==> config.mk <==
export PLATFORM = sky130hd
export DESIGN_NAME = lns_to_linear
export DESIGN_NICKNAME = d
export VERILOG_FILES = /design/src/rtl/lns_to_linear_pkg.sv /design/src/rtl/lns_to_linear_pow2_rom.sv /design/src/rtl/lns_to_linear.sv
export SDC_FILE = /design/constraint.sdc
export NUM_CORES = 2
export LEC_CHECK = 0
export CAP_MARGIN = 20
export CORE_MARGIN = 2
export CORE_UTILIZATION = 45
export CTS_CLUSTER_DIAMETER = 60
export DETAILED_ROUTE_END_ITERATION = 8
export HOLD_SLACK_MARGIN = 0.02
export PLACE_DENSITY = 0.57
export REMOVE_ABC_BUFFERS = 1
export SLEW_MARGIN = 10
export SYNTH_ARGS = -nofsm -noshare
export SYNTH_HDL_FRONTEND = slang
export SYNTH_SLANG_ARGS = --single-unit
==> constraint.sdc <==
create_clock -name clk -period 10.65 [get_ports clk]
set_input_delay 1.065 -clock clk [delete_from_list [all_inputs] [get_ports clk]]
set_output_delay 1.065 -clock clk [all_outputs]
set_load 0.03 [all_outputs]
==> src/rtl/lns_to_linear_pkg.sv <==
// Shared LNS format constants, decoder FSM states and the 2^(2^-i) constant table.
package lns_to_linear_pkg;

  localparam int LNS_LOG_W     = 22;
  localparam int LNS_FRAC_BITS = 12;
  localparam int LNS_ACC_W     = 32;
  localparam int LNS_OUT_W     = 32;
  localparam int LNS_OUT_FRAC  = 16;

  typedef enum logic [1:0] {
    S_IDLE,
    S_MUL,
    S_SHIFT,
    S_DONE
  } lns_state_e;

  // R[i] = round(2^(2^-i) * 2^(ACC_W-2)), unsigned Q2.30
  localparam logic [LNS_ACC_W-1:0] POW2_TAB [1:LNS_FRAC_BITS] = '{
    32'd1518500250,
    32'd1276901417,
    32'd1170923762,
    32'd1121280436,
    32'd1097253708,
    32'd1085434106,
    32'd1079572136,
    32'd1076653033,
    32'd1075196443,
    32'd1074468888,
    32'd1074105294,
    32'd1073923544
  };

endpackage

==> src/rtl/lns_to_linear_pow2_rom.sv <==
// Combinational lookup of R[idx]; indices outside 1..FRAC_BITS return zero.
module lns_pow2_rom
  import lns_to_linear_pkg::*;
#(
  parameter int IDX_W = 4
) (
  input  logic [IDX_W-1:0]     idx,
  output logic [LNS_ACC_W-1:0] r
);

  always_comb begin
    r = '0;
    for (int k = 1; k <= LNS_FRAC_BITS; k++) begin
      if (idx == IDX_W'(k)) r = POW2_TAB[k];
    end
  end

endmodule

==> src/rtl/lns_to_linear.sv <==
// Iterative LNS -> sign-magnitude linear decoder, one fraction bit per cycle.
//   state   | meaning
//   S_IDLE  | waiting for an operand, in_ready high
//   S_MUL   | multiply acc by R[i] for each set fraction bit, FRAC_BITS cycles
//   S_SHIFT | apply integer exponent, saturate/underflow, register result
//   S_DONE  | result held with out_valid until out_ready
module lns_to_linear
  import lns_to_linear_pkg::*;
#(
  parameter int LOG_W     = LNS_LOG_W,
  parameter int FRAC_BITS = LNS_FRAC_BITS,
  parameter int ACC_W     = LNS_ACC_W,
  parameter int OUT_W     = LNS_OUT_W,
  parameter int OUT_FRAC  = LNS_OUT_FRAC
) (
  input  logic             clk,
  input  logic             rst,
  input  logic             in_valid,
  output logic             in_ready,
  input  logic [LOG_W-1:0] in_log,
  input  logic             in_sign,
  input  logic             in_zero,
  output logic             out_valid,
  input  logic             out_ready,
  output logic [OUT_W-1:0] out_mag,
  output logic             out_sign,
  output logic             out_sat
);

  localparam int IDX_W = $clog2(FRAC_BITS + 1);
  localparam int INT_W = LOG_W - FRAC_BITS;
  localparam int SH_W  = INT_W + 8;
  localparam logic [ACC_W-1:0] ACC_ONE = {2'b01, {(ACC_W-2){1'b0}}};

  lns_state_e state, state_nx;

  logic [FRAC_BITS-1:0]    frac_sr;
  logic signed [INT_W-1:0] int_q;
  logic                    sign_q, zero_q;
  logic [ACC_W-1:0]        acc, r_i, acc_mul;
  logic [2*ACC_W-1:0]      prod;
  logic [IDX_W-1:0]        idx;

  logic signed [SH_W-1:0]  n_ext, s_sh, neg_sh;
  logic [OUT_W+ACC_W-1:0]  acc_wide;
  logic [OUT_W-1:0]        shift_mag;
  logic                    shift_sat;

  lns_pow2_rom #(.IDX_W(IDX_W)) u_rom (
    .idx (idx),
    .r   (r_i)
  );

  assign prod    = {{ACC_W{1'b0}}, acc} * {{ACC_W{1'b0}}, r_i};
  assign acc_mul = ACC_W'(prod >> (ACC_W - 2));

  assign in_ready  = (state == S_IDLE) && !rst;
  assign out_valid = (state == S_DONE);

  always_ff @(posedge clk) begin
    if (rst) state <= S_IDLE;
    else     state <= state_nx;
  end

  always_comb begin
    state_nx = state;
    unique case (state)
      S_IDLE:  if (in_valid) state_nx = S_MUL;
      S_MUL:   if (idx == IDX_W'(FRAC_BITS)) state_nx = S_SHIFT;
      S_SHIFT: state_nx = S_DONE;
      S_DONE:  if (out_ready) state_nx = S_IDLE;
      default: state_nx = S_IDLE;
    endcase
  end

  // Wide signed exponent math so the most negative in_log cannot wrap
  assign n_ext    = {{(SH_W-INT_W){int_q[INT_W-1]}}, int_q};
  assign s_sh     = n_ext - SH_W'(ACC_W - 2 - OUT_FRAC);
  assign neg_sh   = -s_sh;
  assign acc_wide = {{OUT_W{1'b0}}, acc};

  always_comb begin
    shift_mag = '0;
    shift_sat = 1'b0;
    if (zero_q) begin
      shift_mag = '0;
    end else if (n_ext >= SH_W'(OUT_W - OUT_FRAC)) begin
      shift_mag = '1;
      shift_sat = 1'b1;
    end else if (!s_sh[SH_W-1]) begin
      shift_mag = OUT_W'(acc_wide << s_sh);
    end else if (neg_sh < SH_W'(ACC_W)) begin
      shift_mag = OUT_W'(acc >> neg_sh);
    end
  end

  always_ff @(posedge clk) begin
    if (rst) begin
      out_mag  <= '0;
      out_sign <= 1'b0;
      out_sat  <= 1'b0;
      frac_sr  <= '0;
      int_q    <= '0;
      sign_q   <= 1'b0;
      zero_q   <= 1'b0;
      acc      <= ACC_ONE;
      idx      <= '0;
    end else begin
      unique case (state)
        S_IDLE: begin
          if (in_valid) begin
            frac_sr <= in_log[FRAC_BITS-1:0];
            int_q   <= in_log[LOG_W-1:FRAC_BITS];
            sign_q  <= in_sign;
            zero_q  <= in_zero;
            acc     <= ACC_ONE;
            idx     <= IDX_W'(1);
          end
        end
        S_MUL: begin
          if (frac_sr[FRAC_BITS-1]) acc <= acc_mul;
          frac_sr <= frac_sr << 1;
          idx     <= idx + IDX_W'(1);
        end
        S_SHIFT: begin
          out_mag  <= shift_mag;
          out_sat  <= shift_sat;
          out_sign <= sign_q && (shift_mag != '0);
        end
        default: ;
      endcase
    end
  end

endmodule

# After elaboration in Yosys (flattened, before gate mapping)
# Cells that the tools add are included.
word_totals:
  ff_bits: 96
  input_bits: 28
op_classes:
  add_sub_neg: 3
  multipliers: 1
  order_cmp: 2
  n_eq_ne: 19
  n_shift: 2
  n_mux: 29
  n_reduce_logical: 10
ops:
  columns: ["op", "count"]
  rows:
  - ["2-to-1 mux 31 bit", 12]
  - ["2-to-1 mux 32 bit", 6]
  - ["case mux 32 bit (2 select lines)", 1]
  - ["multiplier 32 x 32 -> 62 bit", 1]
  - ["nonzero test 32 bit", 1]
  - ["left shift 32 x 18 -> 32 bit", 1]
  - ["right shift 32 x 18 -> 32 bit", 1]
  - ["case mux 12 bit (2 select lines)", 1]
  - ["== test 4 bit (second input constant)", 5]
  - ["less-than comparator 18 x 7 -> 1 bit (second input constant)", 1]
  - ["negator 11 -> 18 bit", 1]
  - ["== test 4 x 3 -> 1 bit (second input constant)", 4]
  - ["2-to-1 mux 12 bit", 1]
  - ["subtractor 10 x 5 -> 11 bit (second input constant)", 1]
  - ["greater-or-equal comparator 10 x 6 -> 1 bit (second input constant)", 1]
  - ["== test 4 x 2 -> 1 bit (second input constant)", 2]
  - ["case mux 2 bit (4 select lines)", 1]
  - ["case mux 4 bit (2 select lines)", 1]
  - ["2-to-1 mux 2 bit", 3]
  - ["inequality test 2 bit (second input constant)", 3]
  - ["AND reduction 3 bit", 2]
  - ["adder 4 x 1 -> 4 bit (second input constant)", 1]
  - ["== test 2 bit (second input constant)", 2]
  - ["== test 4 x 1 -> 1 bit (second input constant)", 1]
  - ["9 further kinds", 12]

# Logic depth before layout (Yosys ltp)
depth:
  word_depth: 16
  ltp_mapped: 36

# Modules after synthesis
# A second synthesis with hierarchy kept.
unflattened:
  hier_cells: 4493
  area_unflattened_um2: 39923.3
by_module_without_submodules:
  columns: ["module", "n_inst", "cells_each", "area_per_inst_um2"]
  rows:
  - ["lns_to_linear", 1, 4400, 39327.7]
  - ["lns_pow2_rom", 1, 93, 595.6]

# Worst setup path before layout
# Ideal clock, no wire load.
synth_timing:
  path_kind: "register to register"
  from: "register idx[0]"
  to: "register acc[24]"
  arrival_time_ns: 8.784
  setup_slack_ns: 1.744
  stages_incl_launch_ff: 32
  path_buffers: 2
  cell_sequence: "dfxtp_1 inv_1 ha_1 clkbuf_1 nor2_1 a21oi_1 o221ai_1 clkbuf_1 nand2_1 fa_1 inv_1 fa_1 inv_1 fa_1 fa_1 inv_1 fa_1 fa_1 fa_1 fa_1 ha_1 a211oi_1 o211ai_1 o21ai_0 o2111ai_1 o21a_1 or2_2 a21oi_2 o211ai_1 a311o_1 a211oi_1 o31ai_1"
synth_via:
  elab_chain_cells: 16
synth_lines:
  columns: ["element", "line", "text"]
  rows:
  - ["start: declaration", "lns_to_linear.sv:42", "logic [IDX_W-1:0] idx;"]
  - ["start signal: assignment", "lns_to_linear.sv:123", "idx <= idx + IDX_W'(1);"]
  - ["== test 4 x 1 -> 1 bit", "lns_to_linear_pow2_rom.sv:14", "if (idx == IDX_W'(k)) r = POW2_TAB[k];"]
  - ["2-to-1 mux 31 bit (11 in a row)", "lns_to_linear_pow2_rom.sv:14", null]
  - ["2-to-1 mux 31 bit (*)", "lns_to_linear_pow2_rom.sv:14", null]
  - ["multiplier 32 x 32 -> 62 bit (*)", "lns_to_linear.sv:54", "assign prod = {{ACC_W{1'b0}}, acc} * {{ACC_W{1'b0}}, r_i};"]
  - ["2-to-1 mux 32 bit (*)", "lns_to_linear.sv:121", "if (frac_sr[FRAC_BITS-1]) acc <= acc_mul;"]
  - ["case mux 32 bit (2 select lines) (*)", "lns_to_linear.sv:109", "unique case (state)"]
  - ["end signal: assignment", "lns_to_linear.sv:121", null]
  - ["end: declaration", "lns_to_linear.sv:40", "logic [ACC_W-1:0] acc, r_i, acc_mul;"]
# Mark *: on every way between the ends. The rest lies on a longest branch, timed or not. The select of a mux whose other input is x is not followed.
# A chain may end at the register's enable or synchronous reset.

# Final worst setup path
# Same ends and word-level chain as after synthesis.

==> results.sh <==
export IMPL_ctsResizeCount=0
export IMPL_finish_instance_area_mm2=0.0412
export IMPL_internal_power_mw=1.42
export IMPL_crit_arrival_ns=10.31
export IMPL_drc=0
export IMPL_outcome="finished clean"
export IMPL_comb_power_share=0.746
export IMPL_boundaryPins=64
export IMPL_ir_worst_vdd_v=0.0000858
export IMPL_root_buffer_selected_by_cts="sky130_fd_sc_hd__clkbuf_16"
export IMPL_drt_vias_per_instance=5.42
export IMPL_global_route_usage_total=0.263
export IMPL_worstPathMaxFanout=17
export IMPL_drt_pass1_iterations=5
export IMPL_synth_async_sr_flop_share=0
export IMPL_rsz_0062_raised_after_global_routing="false"
export IMPL_number_of_buffers_on_the_longest_clock_path=2
export IMPL_worst_setup_path_endpoint="acc[24]$_SDFFE_PP0P_"
export IMPL_cts_inserted_buffers=9
export IMPL_path_class="flop to flop"
export IMPL_via_count=29600
export IMPL_clk_transition_reported_paths_ns=0.08
export IMPL_synth_main_ff_cell="sky130_fd_sc_hd__dfxtp_1"
export IMPL_first_global_vias=31700
export IMPL_tritoncts="yes"
export IMPL_grt_max_degree=52
export IMPL_gpl_final_weighted_congestion=0.907
export IMPL_crit_reg2reg_capture="acc[24]$_SDFFE_PP0P_"
export IMPL_cp_required_ns=10.89
export IMPL_final_antenna_net_count=0
export IMPL_fmax_mhz=99.3
export IMPL_port_buffers=63
export IMPL_postSynthCellCount=4435
export IMPL_max_cap_violations=0
export IMPL_placement_setup_worst_slack_ns=0.657
export IMPL_clk_insertion_delay_late_ns=0.37
export IMPL_hp_class="flop to flop"
export IMPL_timing_max_transition_violations_final=0
export IMPL_grt_first_pass_wirelength_um=183000
export IMPL_total_switching_power_mw=1.96
export IMPL_power_leakage_nw=20.4
export IMPL_most_frequent_standard_cell_in_the_layout_excluding_fill_and_tap_cells="sky130_fd_sc_hd__inv_1"
export IMPL_layout_filler_cells=8393
export IMPL_switching_share=0.580
export IMPL_clock_skew_final_ns=0.0136
export IMPL_hpwlAfterDp_um=89500
export IMPL_wl_per_cell_um=20.7
export IMPL_synth_seq_cells=96
export IMPL_synth_cell_area_mm2=0.0391
export IMPL_finalCritPeriodShare=0.946
export IMPL_cts_repair_timing_setup_buffer_count=0
export IMPL_syn_area_per_cell_um2=8.81
export IMPL_cts_num_sinks=96
export IMPL_final_core_utilization=0.477
export IMPL_reg2reg_depth=27
export IMPL_die_w_um=299
export IMPL_count_of_unique_library_cells_instantiated_by_yosys=85
export IMPL_worstReg2RegStart="idx[0]$_SDFFE_PP0P_"
export IMPL_die_y_um=299
export IMPL_htree_num_levels=3
export IMPL_p_clk_frac=0.106
export IMPL_area_growth_synth_to_final_pct=5.48
export IMPL_gr_total_overflow=0
export IMPL_layout_setup_ws_ns=0.578
export IMPL_pwr_share_seq=0.148
export IMPL_yosys_warnings=0
export IMPL_min_period_ns=10.07
export IMPL_power_per_cell_area_mw_per_mm2=81.8
export IMPL_placement_rows=108
export IMPL_layout_nets=5453
export IMPL_setup_violations=0
export IMPL_floorplan_die_area_mm2=0.0892
export IMPL_synth_sequential_area_ratio=0.0492
export IMPL_start_util=0.452
export IMPL_reg2reg_slack_ns=0.58
export IMPL_placeableCoreArea_mm2=0.0863
export IMPL_ctsHoldBuffers=0
export IMPL_hold_viol_final=0
export IMPL_synth_edff_count=0
export IMPL_worst_setup_path_startpoint="idx[0]$_SDFFE_PP0P_"
export IMPL_crit_path_end_kind="flop"
export IMPL_commonest_cells_after_routing_fill_and_taps_aside="853 x sky130_fd_sc_hd__inv_1, 833 x sky130_fd_sc_hd__fa_1, 689 x sky130_fd_sc_hd__nand2_1, 440 x sky130_fd_sc_hd__and2_1, 288 x sky130_fd_sc_hd__ha_1"
export IMPL_timing_worst_slew_pin_value_ns=1.10
export IMPL_final_layout_size_suffix_gt1_frac=0.0643
export IMPL_detail_route_iter0_violations=1837
export IMPL_initial_antenna_violation_count=4
export IMPL_worst_slew_margin_rel=0.264
export IMPL_totalWireLength_um=113000
export IMPL_critPathLaunchType="flop"
export IMPL_place_area_mm2=0.0408
-- cell usage after synthesis (all sizes together), types with 5 or more instances --
cell type,n,area share
a21oi,132,0.017
a221oi,8,0.0020
a211oi,26,0.0050
nand3,41,0.0055
o31ai,13,0.0025
ha,289,0.093
nand2,689,0.066
a31oi,20,0.0032
mux2i,59,0.015
xnor2,24,0.0054
o221ai,5,0.0011
a22oi,14,0.0028
or2,6,0.00096
fa,833,0.43
clkbuf,279,0.027
a31o,5,0.0011
dfxtp,96,0.049
o21a,8,0.0015
nor3,39,0.0051
xor2,21,0.0057
nor2b,10,0.0016
inv,854,0.082
nand2b,10,0.0016
o22ai,6,0.00096
mux2,21,0.0061
or3,10,0.0017
o21bai,9,0.0017
buf,37,0.0058
and2,440,0.070
nand4,13,0.0021
a21o,32,0.0062
o21ai,82,0.011
and3,10,0.0016
nor2,140,0.013
o2bb2ai,6,0.0013
o211ai,11,0.0022
mux4,66,0.038
-- layout make-up --
type	count	area [um2]	area share
Clock inverter	7	100	0.00243
Inverter	854	3210	0.0778
Clock buffer	9	225	0.00547
Sequential cell	96	1940	0.0471
Antenna cell	1	2.50	0.0000607
Multi-Input combinational cell	3169	32800	0.796
Tap cell	1155	1450	0.0351
Timing Repair Buffer	173	1470	0.0357
-- per-stage QoR --
| step | hold slack (ns) | instances | power, mW | setup TNS (ns) |
|---|---|---|---|---|
| final | 0.464 | 5464 | 3.37 | 0 |
| after global routing | 0.488 | 5463 | 3.64 | 0 |
| after CTS | 0.466 | 5462 | 3.37 | 0 |
| after detailed placement | 0.454 | 5446 | 3.00 | 0 |
| after global placement | 0.450 | 5446 | 2.99 | 0 |
| after floorplan | 0.431 | 4119 | 2.02 | -2.11 |
-- power groups by stage --
| stage | clock [mW] | sequential (mW) | combinational, mW |
|---|---|---|---|
| 4_1_cts | 0.365 | 0.500 | 2.51 |
| 2_1_floorplan | 0 | 0.583 | 1.44 |
| 6_report | 0.357 | 0.499 | 2.51 |
| 3_3_place_gp | 0 | 0.507 | 2.48 |
| 5_1_grt | 0.379 | 0.511 | 2.75 |
| 3_5_place_dp | 0 | 0.508 | 2.49 |
-- flip-flops by register name, summed over array words and instances, names as in the netlist --
| signal | count |
|---|---|
| out_sign | 1 |
| zero_q | 1 |
| sign_q | 1 |
| int_q | 10 |
| idx | 4 |
| frac_sr | 12 |
| acc | 32 |
| out_sat | 1 |
| state | 2 |
| out_mag | 32 |
-- cell families (layout without fill, tap and decap cells) --
logic type	count (synthesis)	in the layout	synth area share
and+or+nand+nor	1431	1431	0.175
AOI/OAI and AO/OA	425	425	0.0709
xor gates and xnor gates	45	45	0.0111
muxes	146	146	0.0592
other	0	1	0
buffers and inverters	1170	1043	0.115
DFF	96	96	0.0492
adders and majority gates	1122	1122	0.520
-- critical path: stages, from the launching register on --
cell and delay, ns:
sky130_fd_sc_hd__dfxtp_1 0.43, sky130_fd_sc_hd__ha_1 0.51, sky130_fd_sc_hd__nor2_1 0.25, sky130_fd_sc_hd__o311ai_0 0.72
sky130_fd_sc_hd__o31ai_4 0.43, sky130_fd_sc_hd__and2_1 0.31, sky130_fd_sc_hd__fa_1 0.52, sky130_fd_sc_hd__inv_1 0.05
sky130_fd_sc_hd__fa_1 0.48, sky130_fd_sc_hd__fa_1 0.54, sky130_fd_sc_hd__fa_1 0.52, sky130_fd_sc_hd__inv_1 0.05
sky130_fd_sc_hd__fa_1 0.57, sky130_fd_sc_hd__fa_1 0.43, sky130_fd_sc_hd__fa_1 0.52, sky130_fd_sc_hd__fa_1 0.43
sky130_fd_sc_hd__ha_1 0.39, sky130_fd_sc_hd__a211oi_1 0.36, sky130_fd_sc_hd__o211ai_1 0.14, sky130_fd_sc_hd__o21ai_0 0.27
sky130_fd_sc_hd__o2111ai_1 0.15, sky130_fd_sc_hd__o21a_1 0.30, sky130_fd_sc_hd__or2_2 0.37, sky130_fd_sc_hd__a21oi_2 0.21
sky130_fd_sc_hd__o211ai_1 0.21, sky130_fd_sc_hd__a311o_1 0.39, sky130_fd_sc_hd__a211oi_1 0.25, sky130_fd_sc_hd__o31ai_1 0.10
-- how the worst min path moves through the flow --
stage,cells after the start,end,slack (ns),startpoint
after floorplan,2,sign_q$_SDFFE_PP0P_,0.43,sign_q$_SDFFE_PP0P_
after global routing,2,out_mag[7]$_SDFFE_PP0P_,0.49,out_mag[7]$_SDFFE_PP0P_
after detailed placement,2,out_mag[9]$_SDFFE_PP0P_,0.45,out_mag[9]$_SDFFE_PP0P_
final,2,sign_q$_SDFFE_PP0P_,0.46,sign_q$_SDFFE_PP0P_
after CTS,2,out_mag[9]$_SDFFE_PP0P_,0.47,out_mag[9]$_SDFFE_PP0P_
after global placement,2,sign_q$_SDFFE_PP0P_,0.45,sign_q$_SDFFE_PP0P_
-- routing by layer --
layer,global-route usage,vias to the layer above,part of all wire
li1,-,13300,-
met1,0.366,15300,0.44
met2,0.449,857,0.48
met3,0.0223,125,0.050
met4,0.0568,0,0.025
met5,0,-,0
(Power assumes the default switching activity.)
